`src/rtl/alu_pkg.sv`:
```
// Shared ALU definitions: FSM state encodings, opcode constants and small helpers.
package alu_pkg;

  typedef enum logic [1:0] {
    ST_IDLE = 2'd0,
    ST_BUSY = 2'd1,
    ST_DONE = 2'd2
  } state_e;

  localparam logic ADD = 1'b0;
  localparam logic SUB = 1'b1;

  // Counter width that stays legal when there is only a single chunk.
  function automatic int unsigned cnt_width(input int unsigned n);
    return (n > 1) ? $clog2(n) : 1;
  endfunction

endpackage

```
`src/rtl/adder_chunk.sv`:
```
// CHUNK-wide ripple of full-adder cells; also exports the carry into the MSB for overflow.
module adder_chunk #(
  parameter int unsigned CHUNK = 8
) (
  input  logic [CHUNK-1:0] a,
  input  logic [CHUNK-1:0] b,
  input  logic             c_in,
  output logic [CHUNK-1:0] out,
  output logic             c_out,
  output logic             c_msb
);

  logic [CHUNK:0] carry;

  assign carry[0] = c_in;

  for (genvar i = 0; i < CHUNK; i++) begin : g_cell
    full_adder u_fa (
      .a     (a[i]),
      .b     (b[i]),
      .c_in  (carry[i]),
      .out   (out[i]),
      .c_out (carry[i+1])
    );
  end

  assign c_out = carry[CHUNK];
  assign c_msb = carry[CHUNK-1];

endmodule

```
`src/rtl/full_adder.sv`:
```
// 1-bit full-adder cell.
module full_adder (
  input  logic a,
  input  logic b,
  input  logic c_in,
  output logic out,
  output logic c_out
);

  assign out   = a ^ b ^ c_in;
  assign c_out = (a & b) | (c_in & (a ^ b));

endmodule

```
`src/rtl/serial_adder.sv`:
```
// Multi-cycle adder/subtractor: CHUNK bits per clock, LSB chunk first, carry registered
// between chunks, valid/ready handshakes on both sides.
module serial_adder
  import alu_pkg::*;
#(
  parameter int unsigned WIDTH = 32,
  parameter int unsigned CHUNK = 8
) (
  input  logic             clk,
  input  logic             rst,
  input  logic             in_valid,
  output logic             in_ready,
  input  logic [WIDTH-1:0] a,
  input  logic [WIDTH-1:0] b,
  input  logic             c_in,
  input  logic             sub,
  output logic [WIDTH-1:0] out,
  output logic             c_out,
  output logic             ovf,
  output logic             out_valid,
  input  logic             out_ready
);

  localparam int unsigned NUM_CHUNKS = WIDTH / CHUNK;
  localparam int unsigned CntW       = cnt_width(NUM_CHUNKS);
  localparam logic [CntW-1:0] LastCnt = CntW'(NUM_CHUNKS - 1);

  if ((WIDTH % CHUNK) != 0) begin : g_bad_chunk
    $error("serial_adder: WIDTH must be a multiple of CHUNK");
  end

  state_e            state_q, state_d;
  logic [WIDTH-1:0]  a_q, a_d;
  logic [WIDTH-1:0]  b_q, b_d;
  logic [WIDTH-1:0]  out_q, out_d;
  logic              carry_q, carry_d;
  logic              c_out_q, c_out_d;
  logic              ovf_q, ovf_d;
  logic [CntW-1:0]   cnt_q, cnt_d;

  logic [CHUNK-1:0]  chunk_a, chunk_b, chunk_sum;
  logic              chunk_co, chunk_cmsb;

  // Select the operand chunk addressed by the counter.
  always_comb begin
    chunk_a = '0;
    chunk_b = '0;
    for (int unsigned i = 0; i < NUM_CHUNKS; i++) begin
      if (cnt_q == CntW'(i)) begin
        chunk_a = a_q[i*CHUNK +: CHUNK];
        chunk_b = b_q[i*CHUNK +: CHUNK];
      end
    end
  end

  adder_chunk #(
    .CHUNK (CHUNK)
  ) u_chunk (
    .a     (chunk_a),
    .b     (chunk_b),
    .c_in  (carry_q),
    .out   (chunk_sum),
    .c_out (chunk_co),
    .c_msb (chunk_cmsb)
  );

  always_comb begin
    state_d = state_q;
    a_d     = a_q;
    b_d     = b_q;
    out_d   = out_q;
    carry_d = carry_q;
    c_out_d = c_out_q;
    ovf_d   = ovf_q;
    cnt_d   = cnt_q;

    unique case (state_q)
      ST_IDLE: begin
        if (in_valid) begin
          // Subtract as a + ~b + 1; c_in plays no part in sub mode.
          a_d     = a;
          b_d     = b ^ {WIDTH{sub}};
          carry_d = (sub == SUB) ? 1'b1 : c_in;
          cnt_d   = '0;
          state_d = ST_BUSY;
        end
      end
      ST_BUSY: begin
        carry_d = chunk_co;
        for (int unsigned i = 0; i < NUM_CHUNKS; i++) begin
          if (cnt_q == CntW'(i)) begin
            out_d[i*CHUNK +: CHUNK] = chunk_sum;
          end
        end
        if (cnt_q == LastCnt) begin
          c_out_d = chunk_co;
          ovf_d   = chunk_cmsb ^ chunk_co;
          state_d = ST_DONE;
        end else begin
          cnt_d = cnt_q + 1'b1;
        end
      end
      ST_DONE: begin
        if (out_ready) begin
          state_d = ST_IDLE;
        end
      end
      default: state_d = ST_IDLE;
    endcase
  end

  always_ff @(posedge clk) begin
    if (rst) begin
      state_q <= ST_IDLE;
      a_q     <= '0;
      b_q     <= '0;
      out_q   <= '0;
      carry_q <= 1'b0;
      c_out_q <= 1'b0;
      ovf_q   <= 1'b0;
      cnt_q   <= '0;
    end else begin
      state_q <= state_d;
      a_q     <= a_d;
      b_q     <= b_d;
      out_q   <= out_d;
      carry_q <= carry_d;
      c_out_q <= c_out_d;
      ovf_q   <= ovf_d;
      cnt_q   <= cnt_d;
    end
  end

  assign in_ready  = (state_q == ST_IDLE);
  assign out_valid = (state_q == ST_DONE);
  assign out       = out_q;
  assign c_out     = c_out_q;
  assign ovf       = ovf_q;

endmodule
```
`config.mk`:
```
export PLATFORM = sky130hd
export DESIGN_NAME = serial_adder
export DESIGN_NICKNAME = d
export VERILOG_FILES = /design/src/rtl/alu_pkg.sv /design/src/rtl/adder_chunk.sv /design/src/rtl/full_adder.sv /design/src/rtl/serial_adder.sv
export SDC_FILE = /design/constraint.sdc
export NUM_CORES = 1
export LEC_CHECK = 0
export CAP_MARGIN = 25
export CORE_MARGIN = 3
export CORE_UTILIZATION = 23
export DETAILED_ROUTE_END_ITERATION = 12
export DONT_BUFFER_PORTS = 1
export PLACE_DENSITY = 0.43
export RECOVER_POWER = 50
export SLEW_MARGIN = 20
export SYNTH_ARGS = -nofsm -noshare
export SYNTH_HDL_FRONTEND = slang
export SYNTH_SLANG_ARGS = --single-unit
export TNS_END_PERCENT = 30
```
`constraint.sdc`:
```
create_clock -name clk -period 6.35 [get_ports clk]
set_input_delay 0.9525 -clock clk [delete_from_list [all_inputs] [get_ports clk]]
set_output_delay 0.9525 -clock clk [all_outputs]
set_load 0.01 [all_outputs]
```
After elaboration in Yosys (flattened, before gate mapping). Cells that the tools add are included. Widths: inputs -> output; s select.

$add $sub $neg: 1. Equal/unequal tests: 9. Mux-type cells: 18. Bitwise gates (word level): 42. Reductions and logical operators: 11.

Operators with widths (count): $mux 8 (8); $xor 32x32->32 (1); $xor 1x1->1 (17); $and 1x1->1 (16); $reduce_and 2->1 (6); $mux 2 (5); $or 1x1->1 (8); $eq 2x2->1 const B (3); $ne 2x2->1 const B (3); $pmux 2 s3 (1); $reduce_and 3->1 (2); $eq 2x1->1 const B (2); $logic_not 2->1 (2); $pmux 2 s2 (1); $add 2x1->2 const B (1); $mux 1 (2); $ne 2x1->1 const B (1); $pmux 1 s2 (1); $reduce_bool 2->1 (1).

Register bits after elaboration: 103. Bits of input ports: 70. Output and inout bits: 36. Logic and storage cells: 92.

Logic depth before layout (Yosys ltp).
Depth after elaboration: 23. Gate-level depth with buffers: 21. Depth with buffers taken out: 19.

Cells and area by module. A second synthesis with hierarchy kept.

Cells, all modules: 558. Area, all modules: 4682.0 sq um.

Modules (own cells, without submodules): serial_adder (instances 1, cells an instance 550, area an instance 4521.8 sq um, sequential area each 2062.0 sq um); full_adder (instances 8, cells an instance 1, area an instance 20.0 sq um, sequential area each 0.0 sq um).

Worst setup path after synthesis. Ideal clock, no wire load.

Path type: flip-flop to flip-flop. From: reg cnt_q[0]. To: reg out_q[15], in the netlist out[15]. Setup time: 0.128 ns. Arrival time: 4.503 ns. Required time: 6.222 ns. Setup slack: 1.720 ns. Stages on the path, launching flop included: 21. Buffers on the path: 2. Clock period less this slack: 4.630 ns. Path through: dfxtp_1 inv_1 ha_1 buf_2 clkbuf_1 nand2_1 o21ai_0 a22oi_1 fa_1 fa_1 fa_1 fa_1 fa_1 inv_1 fa_1 inv_1 fa_1 inv_1 fa_1 mux2i_1 nor2_1.

Cells in the longest elaborated chain, start to end: 21. Elaborated cells between the ends (all ways): 43. Classes of those cells: eq/ne: 3; mux: 8; bitwise: 30; reduce/logical: 2.

Ends and longest elaborated chain: from (decl) (RTL line serial_adder.sv:39) `logic [CntW-1:0] cnt_q, cnt_d;`; from (signal assigned) (RTL line serial_adder.sv:130) `cnt_q <= cnt_d;`; $logic_not 2->1 (RTL line serial_adder.sv:49) `if (cnt_q == CntW'(i)) begin`; $mux 8 (4 in a row) (RTL line serial_adder.sv:49); $xor 1x1->1 (RTL line full_adder.sv:11) `assign c_out = (a & b) | (c_in & (a ^ b));`; $and 1x1->1 (RTL line full_adder.sv:11); $or 1x1->1 (RTL line full_adder.sv:11); $and 1x1->1 (RTL line full_adder.sv:11); $or 1x1->1 (RTL line full_adder.sv:11); $and 1x1->1 (RTL line full_adder.sv:11); (+3 left out); $and 1x1->1 (RTL line full_adder.sv:11); $or 1x1->1 (RTL line full_adder.sv:11); $and 1x1->1 (RTL line full_adder.sv:11); $or 1x1->1 (RTL line full_adder.sv:11); $and 1x1->1 (RTL line full_adder.sv:11); $or 1x1->1 (RTL line full_adder.sv:11); $xor 1x1->1 (*) (RTL line full_adder.sv:10) `assign out = a ^ b ^ c_in;`; named net u_chunk.g_cell[7].u_fa.out (RTL line full_adder.sv:6) `output logic out,`; to (signal assigned) (RTL line serial_adder.sv:126) `out_q <= out_d;`; to (decl) (RTL line serial_adder.sv:35) `logic [WIDTH-1:0] out_q, out_d;`.

Mark *: on every way through the listed nets, which the timed path passes. The rest lies on a longest branch. A chain may end at the register's enable or synchronous reset.

Worst setup path after layout.
From: reg cnt_q[0]. To: reg carry_q.

Cells in the longest elaborated chain, start to end: 23. Elaborated cells between the ends (all ways): 45. Classes of those cells: eq/ne: 3; mux: 9; bitwise: 32; reduce/logical: 1.

Ends and longest elaborated chain: $logic_not 2->1 (RTL line serial_adder.sv:49); $mux 8 (4 in a row) (RTL line serial_adder.sv:49); $xor 1x1->1 (RTL line full_adder.sv:11); $and 1x1->1 (RTL line full_adder.sv:11); $or 1x1->1 (RTL line full_adder.sv:11); $and 1x1->1 (RTL line full_adder.sv:11); $or 1x1->1 (RTL line full_adder.sv:11); $and 1x1->1 (RTL line full_adder.sv:11); (+5 left out); $and 1x1->1 (RTL line full_adder.sv:11); $or 1x1->1 (RTL line full_adder.sv:11); $and 1x1->1 (RTL line full_adder.sv:11); $or 1x1->1 (RTL line full_adder.sv:11); $and 1x1->1 (RTL line full_adder.sv:11); $or 1x1->1 (*) (RTL line full_adder.sv:11); named net chunk_co (RTL line serial_adder.sv:42) `logic chunk_co, chunk_cmsb;`; $pmux 1 s2 (*) (RTL line serial_adder.sv:77) `unique case (state_q)`; to (signal assigned) (RTL line serial_adder.sv:127) `carry_q <= carry_d;`; to (decl) (RTL line serial_adder.sv:36) `logic carry_q, carry_d;`.

Marks and branches as above.

==> out/metrics.yaml <==
floorplanning:
  core-area_um2: 19800
  initial_core_util_pct: 23.8
  ios: 106
  die_w_um: 149
  rows: 51
  die_area_um2: 22300
  die_height_um: 149
clock_network:
  htreeDepth: 3
  cts_hold_buf: 0
  ctsResizeCount: 0
  numCtsBuffers: 9
  numClockSinks: 103
  clock_path_buffers: 2
  tritoncts: "built"
  clk_pin_slew_ns: 0.07
  post-cts-setup-buffers: 0
  insertion_delay_ns: 0.36
  clock-root-buffer: "clkbuf_16"
grt:
  first_global_vias: 3642
  antenna_found_initial: 0
  grt_max_degree: 106
  grt_pass1_wl_mm: 20.6
  grt.total_usage_pct: 12.0
  grt_overflow_total: 0
setup_path:
  cp_slowest_cell: "clkbuf_1"
  cp_num_buf_inv: 4
  slowest_delay_ns: 0.64
  critical_path_class: "reg2reg"
  crit_path_cell_trace: "ha_1 > clkbuf_1 > a22oi_1 > fa_1 > fa_1 > fa_1 > fa_1 > fa_1 > inv_1 > fa_1 > inv_1 > fa_1 > inv_1 > fa_1 > nor3b_1 > a2111oi_0"
  worstPathMaxFanout: 19
  end_kind: "register"
  timing.critical_path.mode_cell: "fa_1"
  crit_family: "adder cells"
  cp.required_ns: 6.58
  cp-start-kind: "register"
  crit_arrival_ns: 5.65
pwr:
  intPower_mw: 1.05
  ir_worst_vdd_mv: 0.100
  p_leak_nw: 1.65
  p_clk_share_pct: 37.0
  swShare_pct: 27.5
  p_seq_share_pct: 49.4
  comb_power_share_pct: 13.7
  power_density_nw_per_um2: 288
  switchingPower_mw: 0.400
logic_synthesis:
  avgSynthCellArea_um2: 8.44
  yosys_warnings: 0
  synth_top_cell_area_share_pct: 43.6
  synthCells: 560
  synthTopCellsByArea: "dfxtp_1, a211oi_1, a21oi_1, nand2_1, nor2_1"
  yosysMostFrequentCell: "dfxtp_1"
  synth_seq_cells: 103
  yosysUniqueCellTypes: 32
  async_flop_share_pct: 0
  synth_nets: 642
  synth_top_area_cell: "dfxtp_1"
  synth_edf_count: 0
  ys_top_cells_by_count: "dfxtp_1, nand2_1, a21oi_1, nor2_1, a211oi_1"
  syn_area_um2: 4720
  ys.flop_type: "dfxtp_1"
  ys_seq_area_share_pct: 43.6
sta:
  hold_slack_ns: 0.463
  worst_slew_pin_slew_ns: 3.07
  setup_tns_ns: 0
  fin_skew_ns: 0.0105
  finalSetupViolCount: 0
  finalCritPeriodShare_pct: 85.3
  fmax_ghz: 0.185
  slew_violations: 132
  rsz0062_at_grt: "no"
  period_needed_ns: 5.42
  slew-limit-headroom_pct: -105
  finalHoldViolCount: 0
cells_and_area:
  drive_gt1_share_pct: 4.00
  final_nets: 602
  n_antenna_cell: 0
  area_delta_synth_final_pct: 6.91
  fin_util_pct: 25.5
drt:
  routed-via-count: 3533
  drtPass1Iterations: 4
  antenna_left: 0
  wire_per_inst_um: 16.6
  drc: 0
  first_iter_violations: 204
  drt_wl_total_mm: 13.1
  vias_per_cell: 4.47
outcome:
  outcome: "finished with violations"
  violations: "capacitance limit, slew limit"
placed_design:
  place_congestion: 0.809
  place_hpwl_mm: 9.78
  io_buffer_count: 0
min_path:
  min_path_type: "reg2reg"
flow_run:
  cap_violations: 2
## metal layers
layer	GRT usage, %	part of all wire [%]	wire length (um)
met3	4.74	7.5	986
met1	15.8	47	6130
met2	18.4	45	5850
met4	3.20	1.2	163
met5	0	0	0
## cell type report
class                   count  area, um2
clock buffers              12        256
clock inverters             4       30.0
fillers                  2144      14800
inverters                  23       86.3
multi-input cells         380       2270
flip-flops and latches    103       2060
well taps                 265        332
repair buffers              3       11.3
## registers in the layout, summed over array words and instances (netlist names)
| register | flops |
|---|---|
| b_q | 32 |
| a_q | 32 |
| out | 32 |
| carry_q | 1 |
| c_out | 1 |
| cnt_q | 2 |
| state_q | 2 |
| ovf | 1 |
## worst paths after layout
path	startpoint	endpoint	slack, ns	depth (start not counted)
min	a_q[22]	a_q[22]	0.46	2
max	cnt_q[0]	carry_q	0.93	16
min reg2reg	a_q[22]	a_q[22]	0.46	2
max reg2reg	cnt_q[0]	carry_q	0.93	16
## power groups by stage
stage	clock, mW	sequential (mW)	combinational (mW)
after CTS	0.557	0.718	0.202
after detailed placement	0	0.733	0.202
after global routing	0.579	0.723	0.228
final	0.538	0.718	0.199
after floorplan	0	0.720	0.170
after global placement	0	0.733	0.196
## through the flow
| stage | setup WS (ns) | instance area [um2] | power [mW] | cells |
|---|---|---|---|---|
| final | 0.932 | 5050 | 1.45 | 790 |
| after floorplan | 1.72 | 4720 | 0.890 | 560 |
| after global routing | 0.457 | 5050 | 1.53 | 790 |
| after detailed placement | 1.08 | 4770 | 0.935 | 774 |
| after global placement | 1.33 | 4770 | 0.929 | 774 |
| after CTS | 1.07 | 5060 | 1.48 | 790 |
## layout by cell type, fill, tap and decap left out, types with 8 or more instances in the layout
master / n
fa_1: 8
clkbuf_16: 9
nand2_1: 89
nor2_1: 63
a21oi_1: 69
o21ai_0: 16
xor2_1: 8
inv_1: 23
dfxtp_1: 103
xnor2_1: 25
a22oi_1: 12
a211oi_1: 56
## worst register-to-register path: stages (launching register included)
cell and delay, ns:
dfxtp_1 0.38, ha_1 0.52, clkbuf_1 0.64, a22oi_1 0.24, fa_1 0.45, fa_1 0.40
fa_1 0.40, fa_1 0.41, fa_1 0.38, inv_1 0.08, fa_1 0.16, inv_1 0.05
fa_1 0.41, inv_1 0.09, fa_1 0.23, nor3b_1 0.07, a2111oi_0 0.39
## logic make-up after synthesis
group           synth area share [%]
compound gates                  21.2
xor+xnor                        6.12
fa+ha+maj                       4.45
buf+inv                         8.42
flops                           43.6
mux                             1.48
simple gates                    14.6
(Power assumes the default switching activity.)
